## src/rtl/sccb_pkg.sv

```systemverilog
// sccb_pkg: shared definitions for the SCCB target.
//   sccb_state_e - transaction FSM states (x = 9th "don't-care" bit of a phase)
//   SCCB_RD_BIT  - ID bit that selects a read transaction
//   SCCB_DEV_ID  - default write ID
//   SCCB_CNT_W   - width of the in-byte bit counter
package sccb_pkg;

    typedef enum logic [3:0] {
        StIdle,
        StId,
        StIdX,
        StSub,
        StSubX,
        StWdata,
        StWdataX,
        StRdata,
        StRdataX,
        StIgnore
    } sccb_state_e;

    localparam int unsigned SCCB_RD_BIT = 0;
    localparam logic [7:0]  SCCB_DEV_ID = 8'h60;
    localparam int unsigned SCCB_CNT_W  = 3;

endpackage

```

## src/rtl/sccb_tgt_sync.sv

```systemverilog
// sccb_tgt_sync: synchroniser and bus-event detector for SIO_C/SIO_D.
//   clk_i, rst_i     - XCLK and synchronous active-high reset
//   scl_i, sda_i     - raw pad levels
//   sda_o            - synchronised SIO_D level
//   scl_rise_o/fall_o - one-cycle pulses on synchronised SIO_C edges
//   start_det_o      - SIO_D fell while SIO_C high
//   stop_det_o       - SIO_D rose while SIO_C high
module sccb_tgt_sync #(
    parameter int unsigned SYNC_STAGES = 2
) (
    input  logic clk_i,
    input  logic rst_i,
    input  logic scl_i,
    input  logic sda_i,
    output logic sda_o,
    output logic scl_rise_o,
    output logic scl_fall_o,
    output logic start_det_o,
    output logic stop_det_o
);

    logic [SYNC_STAGES-1:0] scl_sync_q;
    logic [SYNC_STAGES-1:0] sda_sync_q;
    logic                   scl_prev_q;
    logic                   sda_prev_q;
    logic                   scl_now;
    logic                   sda_now;

    // Reset to the idle bus level so releasing reset never fakes an edge.
    always_ff @(posedge clk_i) begin
        if (rst_i) begin
            scl_sync_q <= '1;
            sda_sync_q <= '1;
            scl_prev_q <= 1'b1;
            sda_prev_q <= 1'b1;
        end else begin
            scl_sync_q <= {scl_sync_q[SYNC_STAGES-2:0], scl_i};
            sda_sync_q <= {sda_sync_q[SYNC_STAGES-2:0], sda_i};
            scl_prev_q <= scl_now;
            sda_prev_q <= sda_now;
        end
    end

    assign scl_now = scl_sync_q[SYNC_STAGES-1];
    assign sda_now = sda_sync_q[SYNC_STAGES-1];

    assign sda_o       = sda_now;
    assign scl_rise_o  = scl_now & ~scl_prev_q;
    assign scl_fall_o  = ~scl_now & scl_prev_q;
    // SIO_C must be high in both samples so a data change near an edge is ignored.
    assign start_det_o = scl_now & scl_prev_q & sda_prev_q & ~sda_now;
    assign stop_det_o  = scl_now & scl_prev_q & ~sda_prev_q & sda_now;

endmodule

```

## src/rtl/sccb_target.sv

```systemverilog
// sccb_target: SCCB camera-side responder feeding a simple register port.
//   XCLK, RST          - clock and synchronous active-high reset
//   SIO_C, SIO_D_IN    - bus clock and data as seen on the pads
//   SIO_D_OE           - 1 pulls SIO_D low (open drain)
//   reg_addr           - sub-address pointer set by the second phase
//   reg_wdata/wr_en    - write data with a one-cycle strobe
//   reg_rd_en/rdata    - one-cycle read request, data sampled the following cycle
//   busy               - high between an accepted start and a stop
// Build option: define SCCB_TGT_ACK_EN to drive SIO_D low during the 9th bit of
// matched ID, sub-address and write-data phases (OV-sensor-style ACK).
module sccb_target
    import sccb_pkg::*;
#(
    parameter logic [7:0]  DEV_ID      = SCCB_DEV_ID,
    parameter int unsigned SYNC_STAGES = 2
) (
    input  logic       XCLK,
    input  logic       RST,
    input  logic       SIO_C,
    input  logic       SIO_D_IN,
    output logic       SIO_D_OE,
    output logic [7:0] reg_addr,
    output logic [7:0] reg_wdata,
    output logic       reg_wr_en,
    output logic       reg_rd_en,
    input  logic [7:0] reg_rdata,
    output logic       busy
);

    localparam logic [7:0] RD_MASK = 8'(1) << SCCB_RD_BIT;
    localparam logic [7:0] WR_ID   = DEV_ID & ~RD_MASK;
    localparam logic [7:0] RD_ID   = DEV_ID | RD_MASK;

`ifdef SCCB_TGT_ACK_EN
    localparam logic ACK_DRIVE = 1'b1;
`else
    localparam logic ACK_DRIVE = 1'b0;
`endif

    logic sda;
    logic scl_rise;
    logic scl_fall;
    logic start_det;
    logic stop_det;

    sccb_tgt_sync #(
        .SYNC_STAGES (SYNC_STAGES)
    ) u_sync (
        .clk_i       (XCLK),
        .rst_i       (RST),
        .scl_i       (SIO_C),
        .sda_i       (SIO_D_IN),
        .sda_o       (sda),
        .scl_rise_o  (scl_rise),
        .scl_fall_o  (scl_fall),
        .start_det_o (start_det),
        .stop_det_o  (stop_det)
    );

    sccb_state_e           state_q;
    logic [SCCB_CNT_W-1:0] bit_cnt_q;
    logic [7:0]            shift_q;
    logic                  ninth_q;    // X states: 9th rising edge seen; RDATA: 8th edge seen
    logic                  rd_mode_q;  // ID phase carried the read ID
    logic                  rd_load_q;  // load reg_rdata this cycle
    logic [7:0]            byte_in;
    logic                  last_bit;

    assign byte_in  = {shift_q[6:0], sda};
    assign last_bit = (bit_cnt_q == 3'd7);

    always_ff @(posedge XCLK) begin
        if (RST) begin
            state_q   <= StIdle;
            bit_cnt_q <= '0;
            shift_q   <= 8'h00;
            ninth_q   <= 1'b0;
            rd_mode_q <= 1'b0;
            rd_load_q <= 1'b0;
            SIO_D_OE  <= 1'b0;
            reg_addr  <= 8'h00;
            reg_wdata <= 8'h00;
            reg_wr_en <= 1'b0;
            reg_rd_en <= 1'b0;
            busy      <= 1'b0;
        end else begin
            reg_wr_en <= 1'b0;
            reg_rd_en <= 1'b0;
            rd_load_q <= reg_rd_en;
            // Registered register banks return data the cycle after the request.
            if (rd_load_q) begin
                shift_q <= reg_rdata;
            end

            if (stop_det) begin
                state_q   <= StIdle;
                bit_cnt_q <= '0;
                ninth_q   <= 1'b0;
                SIO_D_OE  <= 1'b0;
                busy      <= 1'b0;
            end else if (start_det) begin
                state_q   <= StId;
                bit_cnt_q <= '0;
                ninth_q   <= 1'b0;
                SIO_D_OE  <= 1'b0;
                busy      <= 1'b1;
            end else begin
                unique case (state_q)
                    StIdle, StIgnore: begin
                        SIO_D_OE <= 1'b0;
                    end

                    StId: begin
                        SIO_D_OE <= 1'b0;
                        if (scl_rise) begin
                            shift_q   <= byte_in;
                            bit_cnt_q <= bit_cnt_q + 3'd1;
                            if (last_bit) begin
                                ninth_q <= 1'b0;
                                if (byte_in == WR_ID) begin
                                    rd_mode_q <= 1'b0;
                                    state_q   <= StIdX;
                                end else if (byte_in == RD_ID) begin
                                    rd_mode_q <= 1'b1;
                                    reg_rd_en <= 1'b1;
                                    state_q   <= StIdX;
                                end else begin
                                    state_q <= StIgnore;
                                end
                            end
                        end
                    end

                    StSub: begin
                        SIO_D_OE <= 1'b0;
                        if (scl_rise) begin
                            shift_q   <= byte_in;
                            bit_cnt_q <= bit_cnt_q + 3'd1;
                            if (last_bit) begin
                                reg_addr <= byte_in;
                                ninth_q  <= 1'b0;
                                state_q  <= StSubX;
                            end
                        end
                    end

                    StWdata: begin
                        SIO_D_OE <= 1'b0;
                        if (scl_rise) begin
                            shift_q   <= byte_in;
                            bit_cnt_q <= bit_cnt_q + 3'd1;
                            if (last_bit) begin
                                reg_wdata <= byte_in;
                                reg_wr_en <= 1'b1;
                                ninth_q   <= 1'b0;
                                state_q   <= StWdataX;
                            end
                        end
                    end

                    // The falling edge before the 9th rising edge opens the slot,
                    // the one after it closes the slot and moves on.
                    StIdX, StSubX, StWdataX: begin
                        if (scl_rise) begin
                            ninth_q <= 1'b1;
                        end
                        if (scl_fall) begin
                            if (!ninth_q) begin
                                SIO_D_OE <= ACK_DRIVE;
                            end else begin
                                ninth_q   <= 1'b0;
                                bit_cnt_q <= '0;
                                SIO_D_OE  <= 1'b0;
                                if (state_q == StIdX && rd_mode_q) begin
                                    state_q  <= StRdata;
                                    SIO_D_OE <= ~shift_q[7];
                                end else if (state_q == StIdX) begin
                                    state_q <= StSub;
                                end else if (state_q == StSubX) begin
                                    state_q <= StWdata;
                                end else begin
                                    state_q <= StIgnore;
                                end
                            end
                        end
                    end

                    // OE only ever moves on a falling edge, so the target cannot
                    // fake a start or stop.
                    StRdata: begin
                        if (scl_rise) begin
                            bit_cnt_q <= bit_cnt_q + 3'd1;
                            if (last_bit) begin
                                ninth_q <= 1'b1;
                            end
                        end
                        if (scl_fall) begin
                            if (ninth_q) begin
                                ninth_q  <= 1'b0;
                                SIO_D_OE <= 1'b0;
                                state_q  <= StRdataX;
                            end else begin
                                shift_q  <= {shift_q[6:0], 1'b0};
                                SIO_D_OE <= ~shift_q[6];
                            end
                        end
                    end

                    // NA bit from the initiator: nothing to act on.
                    StRdataX: begin
                        SIO_D_OE <= 1'b0;
                        if (scl_rise) begin
                            state_q <= StIgnore;
                        end
                    end

                    default: begin
                        SIO_D_OE <= 1'b0;
                        state_q  <= StIdle;
                    end
                endcase
            end
        end
    end

endmodule

```

## config.mk

```make
export PLATFORM = sky130hd
export DESIGN_NAME = sccb_target
export DESIGN_NICKNAME = d
export VERILOG_FILES = /design/src/rtl/sccb_pkg.sv /design/src/rtl/sccb_tgt_sync.sv /design/src/rtl/sccb_target.sv
export SDC_FILE = /design/constraint.sdc
export NUM_CORES = 1
export LEC_CHECK = 0
export CORE_ASPECT_RATIO = 1.1
export CORE_MARGIN = 2
export CORE_UTILIZATION = 38
export CTS_CLUSTER_DIAMETER = 100
export CTS_CLUSTER_SIZE = 25
export DETAILED_ROUTE_END_ITERATION = 7
export GPL_ROUTABILITY_DRIVEN = 0
export GPL_TIMING_DRIVEN = 0
export PLACE_DENSITY = 0.71
export SYNTH_ARGS = -nofsm -noshare
export SYNTH_HDL_FRONTEND = slang
export SYNTH_SLANG_ARGS = --single-unit
```

## constraint.sdc

```tcl
create_clock -name XCLK -period 3 [get_ports XCLK]
set_input_delay 0.6 -clock XCLK [delete_from_list [all_inputs] [get_ports XCLK]]
set_output_delay 0.6 -clock XCLK [all_outputs]
set_load 0.03 [all_outputs]
```

# Word-level counts from Yosys, hierarchy flattened
# Cells that the tools add are included.
# Widths: inputs -> output; s select.
[classes]
n_mux = 49
bitwise = 20
addsub = 1
n_eq_ne = 38
n_reduce_logical = 21
[ops]
columns = ["cell", "count"]
rows = [
  ["$mux 4", 16],
  ["$mux 8", 6],
  ["$ne 3x3->1 const B", 11],
  ["$pmux 4 s7", 1],
  ["$ne 2x2->1 const B", 12],
  ["$reduce_and 12->1", 2],
  ["$mux 1", 19],
  ["$eq 4x3->1 const B", 4],
  ["$eq 8x7->1 const B", 2],
  ["$pmux 8 s2", 1],
  ["$not 1->1", 13],
  ["$reduce_and 5->1", 2],
  ["$mux 3", 3],
  ["$reduce_or 3->1", 3],
  ["$eq 4x2->1 const B", 2],
  ["$eq 4x4->1 const B", 2],
  ["$and 1x1->1", 7],
  ["$reduce_or 7->1", 1],
  ["$ne 2x1->1 const B", 3],
  ["$pmux 3 s2", 1],
  ["$reduce_and 6->1", 1],
  ["$reduce_or 5->1", 1],
  ["$eq 4x1->1 const B", 1],
  ["$logic_not 4->1", 1],
  ["12 further kinds", 14],
]
[word_totals]
regBits = 44
in_bits = 12
elab_cells = 146

# Depth between registers and ports, before layout
# Gate-level depths: netlist of run 1.
[depth]
ltp_word = 8
depth_mapped = 8

# By module
# From an unflattened synthesis of run 1, not the netlist that was laid out.
[unflattened]
cells_unflattened = 210
hier_area_um2 = 1929.4
[modules_own_cells]
columns = ["module", "instances", "cells_each", "area_each_um2"]
rows = [
  ["sccb_target", 1, 194, 1739.2],
  ["sccb_tgt_sync", 1, 16, 190.2],
]

# Worst setup path before layout of run 1
# Ideal clock, no wire load.
[synth_path]
path_kind = "register -> register"
from = "reg state_q[0]"
to = "reg state_q[2]"
path_buffers = 1
slack_ns = 1.380
t_arrival_ns = 1.503
setup_time_ns = 0.117
stages_incl_launch_ff = 7
cell_sequence = "dfxtp_1 buf_6 inv_2 maj3_2 a221oi_4 o21ai_1 a32o_1"
[synth_between]
elab_chain_len = 7
word_cells_on_any_way = 32
[synth_lines]
columns = ["element", "line_no", "rtl"]
rows = [
  ["start, declared", "sccb_target.sv:60", "sccb_state_e state_q;"],
  ["start signal, assigned", "sccb_target.sv:74", "state_q <= StIdle;"],
  ["start signal, assigned", "sccb_target.sv:96", "state_q <= StIdle;"],
  ["start signal, assigned", "sccb_target.sv:102", "state_q <= StId;"],
  ["$eq 4x3->1", "sccb_target.sv:108, sccb_target.sv:179", ""],
  ["$mux 4", "sccb_target.sv:179", "end else if (state_q == StSubX) begin"],
  ["$mux 4", "sccb_target.sv:177", "end else if (state_q == StIdX) begin"],
  ["$mux 4", "sccb_target.sv:174", "if (state_q == StIdX && rd_mode_q) begin"],
  ["$mux 4", "sccb_target.sv:168", "if (!ninth_q) begin"],
  ["$mux 4", "sccb_target.sv:167", "if (scl_fall) begin"],
  ["$pmux 4 s7", "sccb_target.sv:108", "unique case (state_q)"],
]
# Several ways; a longest one is shown, not always the timed one. The select of a mux whose other input is x is not followed.
# A chain may end at the register's enable or synchronous reset.

# Worst setup path after layout of run 1
[layout_path]
from = "reg reg_addr[6]"
to = "out reg_addr[6]"
[layout_rtl]
columns = ["element", "line_no", "rtl"]
rows = [
  ["start, declared", "sccb_target.sv:22", "output logic [7:0] reg_addr,"],
  ["start signal, assigned", "sccb_target.sv:140", "reg_addr <= byte_in;"],
]
# No word-level cell between the ends.

==> run summary, run 1 <==
Worst-path cell chain - clkdlybuf4s50_1
Max-slew headroom - 63.3%
Pre-antenna DRT Iters - 4
Post-synth EDFFs - 0
Final setup viols - 0
NetSw - 236 uW
Fill cells - 491
Die width - 73.4 microns
Clock power share - 34.7%
DR vias/cell - 5.25
Seq cells post-synth - 44
Startpoint types - flop
Core Util, Final - 48.7%
First-pass GRT wire length - 7170 microns
H-tree depth - 2
I/O Buffers - 30
Sink Count - 44
Ys async rst share - 0%
Largest stage delay, worst path - 0.69 ns
Fin Hold WS - 0.409 ns
Area grow syn2layout - 22.6%
Post-CTS Setup Bufs - 0
Largest net degree at the start of global routing - 14
Worst Tran Pin Value - 0.551 ns
Worst-case clock buffer depth - 2
Synth Flop Type - dfxtp_1
Placed inst area - 2390 sq um
Row cnt - 27
Clk_skew - 0.00922 ns
Achievable Freq - 521 MHz
Hpwl dp - 3100 microns
Clk pin slew, worst setup/hold paths - 0.07 ns
Clock Latency Late Sink - 0.29 ns
Per-cell routed wire length - 14.0 microns
P_int - 779 uW
Commonest cells in the netlist - dfxtp_1 (44), nor2_1 (38), mux2i_1 (27)
Setup crit end kind - primary output
Worst vdd ir - 0.314 mV
Sw Ratio - 23.3%
Setup TNS - 0 ns
Core region area - 5070 sq um
NumNets Final - 262
Routed vias - 1606
Iter 0 DRT Violations - 72
Max-cap violations - 0
Critical path arrival - 1.32 ns
Initial antenna violation count - 0
Total track usage - 15.9%
Outcome - complete, no violations
I/O pin count - 32
Buf/Inv on CP - 1
Num CTS Buffers - 5
Die area - 5900 sq um
Final Hold Viols - 0
Mean Syn Cell Area - 9.54 sq um
Most common cell in the netlist - dfxtp_1
Hold Crit Class - flop to flop
Final Cycle Share - 64.0%
Ant diodes - 0
CP max-delay cell - clkdlybuf4s50_1
Synthesized netlist cell count - 211
Initial Util - 39.7%
Final Max Tran Viols - 0
WP data required - 2.40 ns
Logic pwr share - 6.9%
Synth area leaders - dfxtp_1 (44%), mux2i_1 (13%), nor2_1 (7.1%), mux2_2 (2.8%), nand2_1 (2.2%)
Worst Path Max Fanout - 2
Syn nets - 225
Setup CP Type - flop to primary output
Cts hold-fix bufs - 0
CTS tree - done
Min Tclk post-route - 1.92 ns
Sequential share of power - 58.4%
Lkg Pwr - 0.000979 uW
Synth cell types - 52
Yosys top cell by area - dfxtp_1
Top-area cell type share of the netlist area - 43.8%
Die height - 80.3 microns
Yosys Warn Count - 0
Routed Antenna Nets - 0
Sequential fraction of the synthesis area - 43.8%
CP delay by family, top - buffers and inverters
Layout cell share with drive strength beyond 1 - 13.3%
RSZ-0062 raised after global routing - no
DRC - 0
Post-route cell area - 2470 sq um
Grt total ovfl - 0
Post-cts repair resize count - 0
Synthesized area - 2010 sq um
Final Power - 1020 uW
Root buf cell - clkbuf_8
Vias in the first global route - 1531
Power Dens Cells - 412 nW/um^2
WL final - 4270 microns
layer usage:
layer | vias up | global-route usage, % | wire length [microns]
met4 | 0 | 6.36 | 55
met5 | - | 0 | 0
met1 | 762 | 20.5 | 2060
met2 | 28 | 25.0 | 2040
li1 | 810 | - | -
met3 | 6 | 4.14 | 117
cell type report:
| cell class | count | area (sq um) | area share [%] |
|---|---|---|---|
| Inverter | 4 | 15.0 | 0.609 |
| Tap cell | 58 | 72.6 | 2.94 |
| Timing Repair Buffer | 30 | 300 | 12.2 |
| Multi-Input combinational cell | 151 | 1050 | 42.5 |
| Buffer | 12 | 68.8 | 2.79 |
| Clock inverter | 2 | 12.5 | 0.507 |
| Clock buffer | 5 | 68.8 | 2.79 |
| Sequential cell | 44 | 881 | 35.7 |
path summary, 6_finish.rpt:
path	to	start	slack [ns]	cells past startpoint
setup reg to reg	shift_q[4]	state_q[2]	1.23	6
hold reg to reg	u_sync.scl_sync_q[1]	u_sync.scl_sync_q[0]	0.41	1
setup / recovery	reg_addr[6]	reg_addr[6]	1.08	1
hold / removal	u_sync.scl_sync_q[1]	u_sync.scl_sync_q[0]	0.41	1
per-stage QoR:
| stage | cells | setup WS [ns] |
|---|---|---|
| after floorplan | 211 | 1.38 |
| after CTS | 306 | 1.06 |
| after global routing | 306 | 1.03 |
| after global placement | 299 | 1.27 |
| after detailed placement | 299 | 1.27 |
| final | 306 | 1.08 |
power groups by stage:
stage | Combinational (uW) | Sequential (uW) | Clock (uW)
final | 69.9 | 593 | 353
after global routing | 76.9 | 594 | 396
after CTS | 70.4 | 593 | 367
after detailed placement | 70.0 | 607 | 0
after global placement | 69.4 | 607 | 0
after floorplan | 42.9 | 607 | 0
state kept, by name, indices dropped and copies added, names as in the netlist:
signal / flops
rd_load_q: 1
state_q: 4
reg_rd_en: 1
busy: 1
u_sync.scl_prev_q: 1
u_sync.scl_sync_q: 2
rd_mode_q: 1
ninth_q: 1
u_sync.sda_sync_q: 2
bit_cnt_q: 3
reg_addr: 8
reg_wr_en: 1
reg_wdata: 8
shift_q: 8
u_sync.sda_prev_q: 1
SIO_D_OE: 1
cell families after synthesis:
family	after synthesis	share of synthesized area (%)
compound gates	30	11.7
simple gates	82	20.3
mux	35	17.9
flops	44	43.8
fa+ha+maj	3	1.80
buf+inv	16	4.16
xor+xnor	1	0.435
layout by cell type (no fill, tap or decap), drive strengths merged, types with 6 or more instances in the layout:
cell type and n:
buf 8, clkbuf 9, clkdlybuf4s50 30, dfxtp 44, mux2 8, mux2i 27
nand2 13, nor2 38, o21ai 7, or2 6
Note: power is estimated with default switching activity, not from simulation.
==> inputs of run 2 (changes only) <==
PLACE_DENSITY = 0.73   (was 0.71)
clock period = 1.7 ns   (was 3 ns; I/O delays follow)
==> run summary, run 2 (synthesized netlist as in run 1, its figures left out) <==
I/O Buffers - 30
Worst-path cell chain - clkdlybuf4s50_1
Min Tclk post-route - 1.66 ns
Routed Antenna Nets - 0
Clock power share - 41.0%
DR vias/cell - 5.30
Setup TNS - 0 ns
Total track usage - 15.9%
WP data required - 1.36 ns
Fin cells - 311
P_int - 1540 uW
Power Dens Cells - 757 nW/um^2
Initial antenna violation count - 0
Highest-count cells in the layout ignoring fill and taps - dfxtp_1 (37), nor2_1 (37), mux2i_1 (27)
Fin Hold WS - 0.391 ns
Worst R2R Path Depth - 7
Outcome - complete, no violations
NetSw - 458 uW
Cts hold-fix bufs - 0
NumNets Final - 266
Clock Latency Late Sink - 0.30 ns
Core Util, Final - 52.2%
Logic pwr share - 6.7%
Die width - 73.4 microns
CP max-delay cell - clkdlybuf4s50_1
Sink Count - 44
CTS tree - done
H-tree depth - 2
Largest stage delay, worst path - 0.67 ns
Worst Path Max Fanout - 2
Row cnt - 27
Clk_skew - 0.0114 ns
Clk pin slew, worst setup/hold paths - 0.09 ns
Sw Ratio - 22.9%
Area grow syn2layout - 31.4%
Final setup viols - 0
Hold Crit Class - input port to flop
WL final - 4540 microns
Startpoint types - flop
Iter 0 DRT Violations - 101
Setup crit end kind - primary output
Largest net degree at the start of global routing - 16
Achievable Freq - 603 MHz
Ant diodes - 0
Root buf cell - clkbuf_8
RSZ-0062 raised after global routing - yes
Routed vias - 1647
Max-cap violations - 0
Fill cells - 460
Per-cell routed wire length - 14.6 microns
Layout cell share with drive strength beyond 1 - 21.7%
I/O pin count - 32
Lkg Pwr - 0.00118 uW
First-pass GRT wire length - 7170 microns
Worst-case clock buffer depth - 2
Num CTS Buffers - 5
Worst vdd ir - 0.626 mV
Leading registers by flop count - reg_addr (8), reg_wdata (8), shift_q (8)
Final Power - 2000 uW
Vias in the first global route - 1474
Initial Util - 39.7%
Pre-antenna DRT Iters - 4
Worst Tran Pin Value - 0.580 ns
DRC - 0
Placed insts - 299
Die area - 5900 sq um
Core region area - 5070 sq um
Final Cycle Share - 97.5%
CP delay by family, top - buffers and inverters
Final Max Tran Viols - 0
Die height - 80.3 microns
Crit path depth - 1
Buf/Inv on CP - 1
Hpwl dp - 3070 microns
Critical path arrival - 1.32 ns
Hold depth - 2
Final Hold Viols - 0
Grt total ovfl - 0
Sequential share of power - 52.3%
Setup CP Type - flop to primary output
Max-slew headroom - 61.4%
[run 2: final cells by class]
cell class / count / area (sq um) / area share [%]
multi-input cells: 151 / 1120 / 42.2
flip-flops and latches: 44 / 897 / 33.9
repair buffers: 36 / 365 / 13.8
well taps: 58 / 72.6 / 2.74
clock buffers: 5 / 68.8 / 2.60
plain buffers: 10 / 61.3 / 2.32
clock inverters: 3 / 46.3 / 1.75
inverters: 4 / 17.5 / 0.662
[run 2: what timing repair did]
item / in CTS / in global routing
cloned: 0 / 1
endpoints found under the setup margin: 15 / 34
resized for setup: 9 / 33
pin swaps: 3 / 8
setup buffers: 2 / 3
[run 2: final timing paths]
| path | startpoint | endpoint | slack (ns) |
|---|---|---|---|
| setup reg to reg | u_sync.scl_prev_q | reg_wdata[3] | 0.05 |
| hold reg to reg | u_sync.scl_sync_q[0] | u_sync.scl_sync_q[1] | 0.42 |
| hold / removal | RST | rd_load_q | 0.39 |
| setup / recovery | reg_addr[0] | reg_addr[0] | 0.04 |
[run 2: per-stage QoR]
| stage | instance area (sq um) | setup slack (ns) |
|---|---|---|
| 5_1_grt | 2650 | -0.0201 |
| 3_3_place_gp | 2390 | -0.0374 |
| 4_1_cts | 2540 | 0.00153 |
| 3_5_place_dp | 2390 | -0.0626 |
| 2_1_floorplan | 2010 | 0.0801 |
| 6_report | 2650 | 0.0427 |
[run 2: power groups by stage]
stage	combinational, uW	sequential (uW)	clock [uW]
final	135	1050	820
after global routing	146	1050	885
after CTS	132	1050	835
after detailed placement	124	1070	0
after global placement	122	1070	0
after floorplan	75.7	1070	0
[run 2: layer usage]
layer  vias to the layer above  global-route usage [%]  part of all wire, %
met3                         7                    3.76                  4.5
li1                        821                       -                    -
met2                        41                    23.7                   46
met4                         0                    6.73                  1.6
met1                       778                    21.8                   48
met5                         -                       0                    0
==> inputs of run 3 (changes only) <==
CTS_BUF_LIST = sky130_fd_sc_hd__clkbuf_8   (was unset)
CTS_CLUSTER_DIAMETER = 200   (was 100)
==> results of run 3 <==
No change in the layout: final DEF, timing and power equal those of run 2.
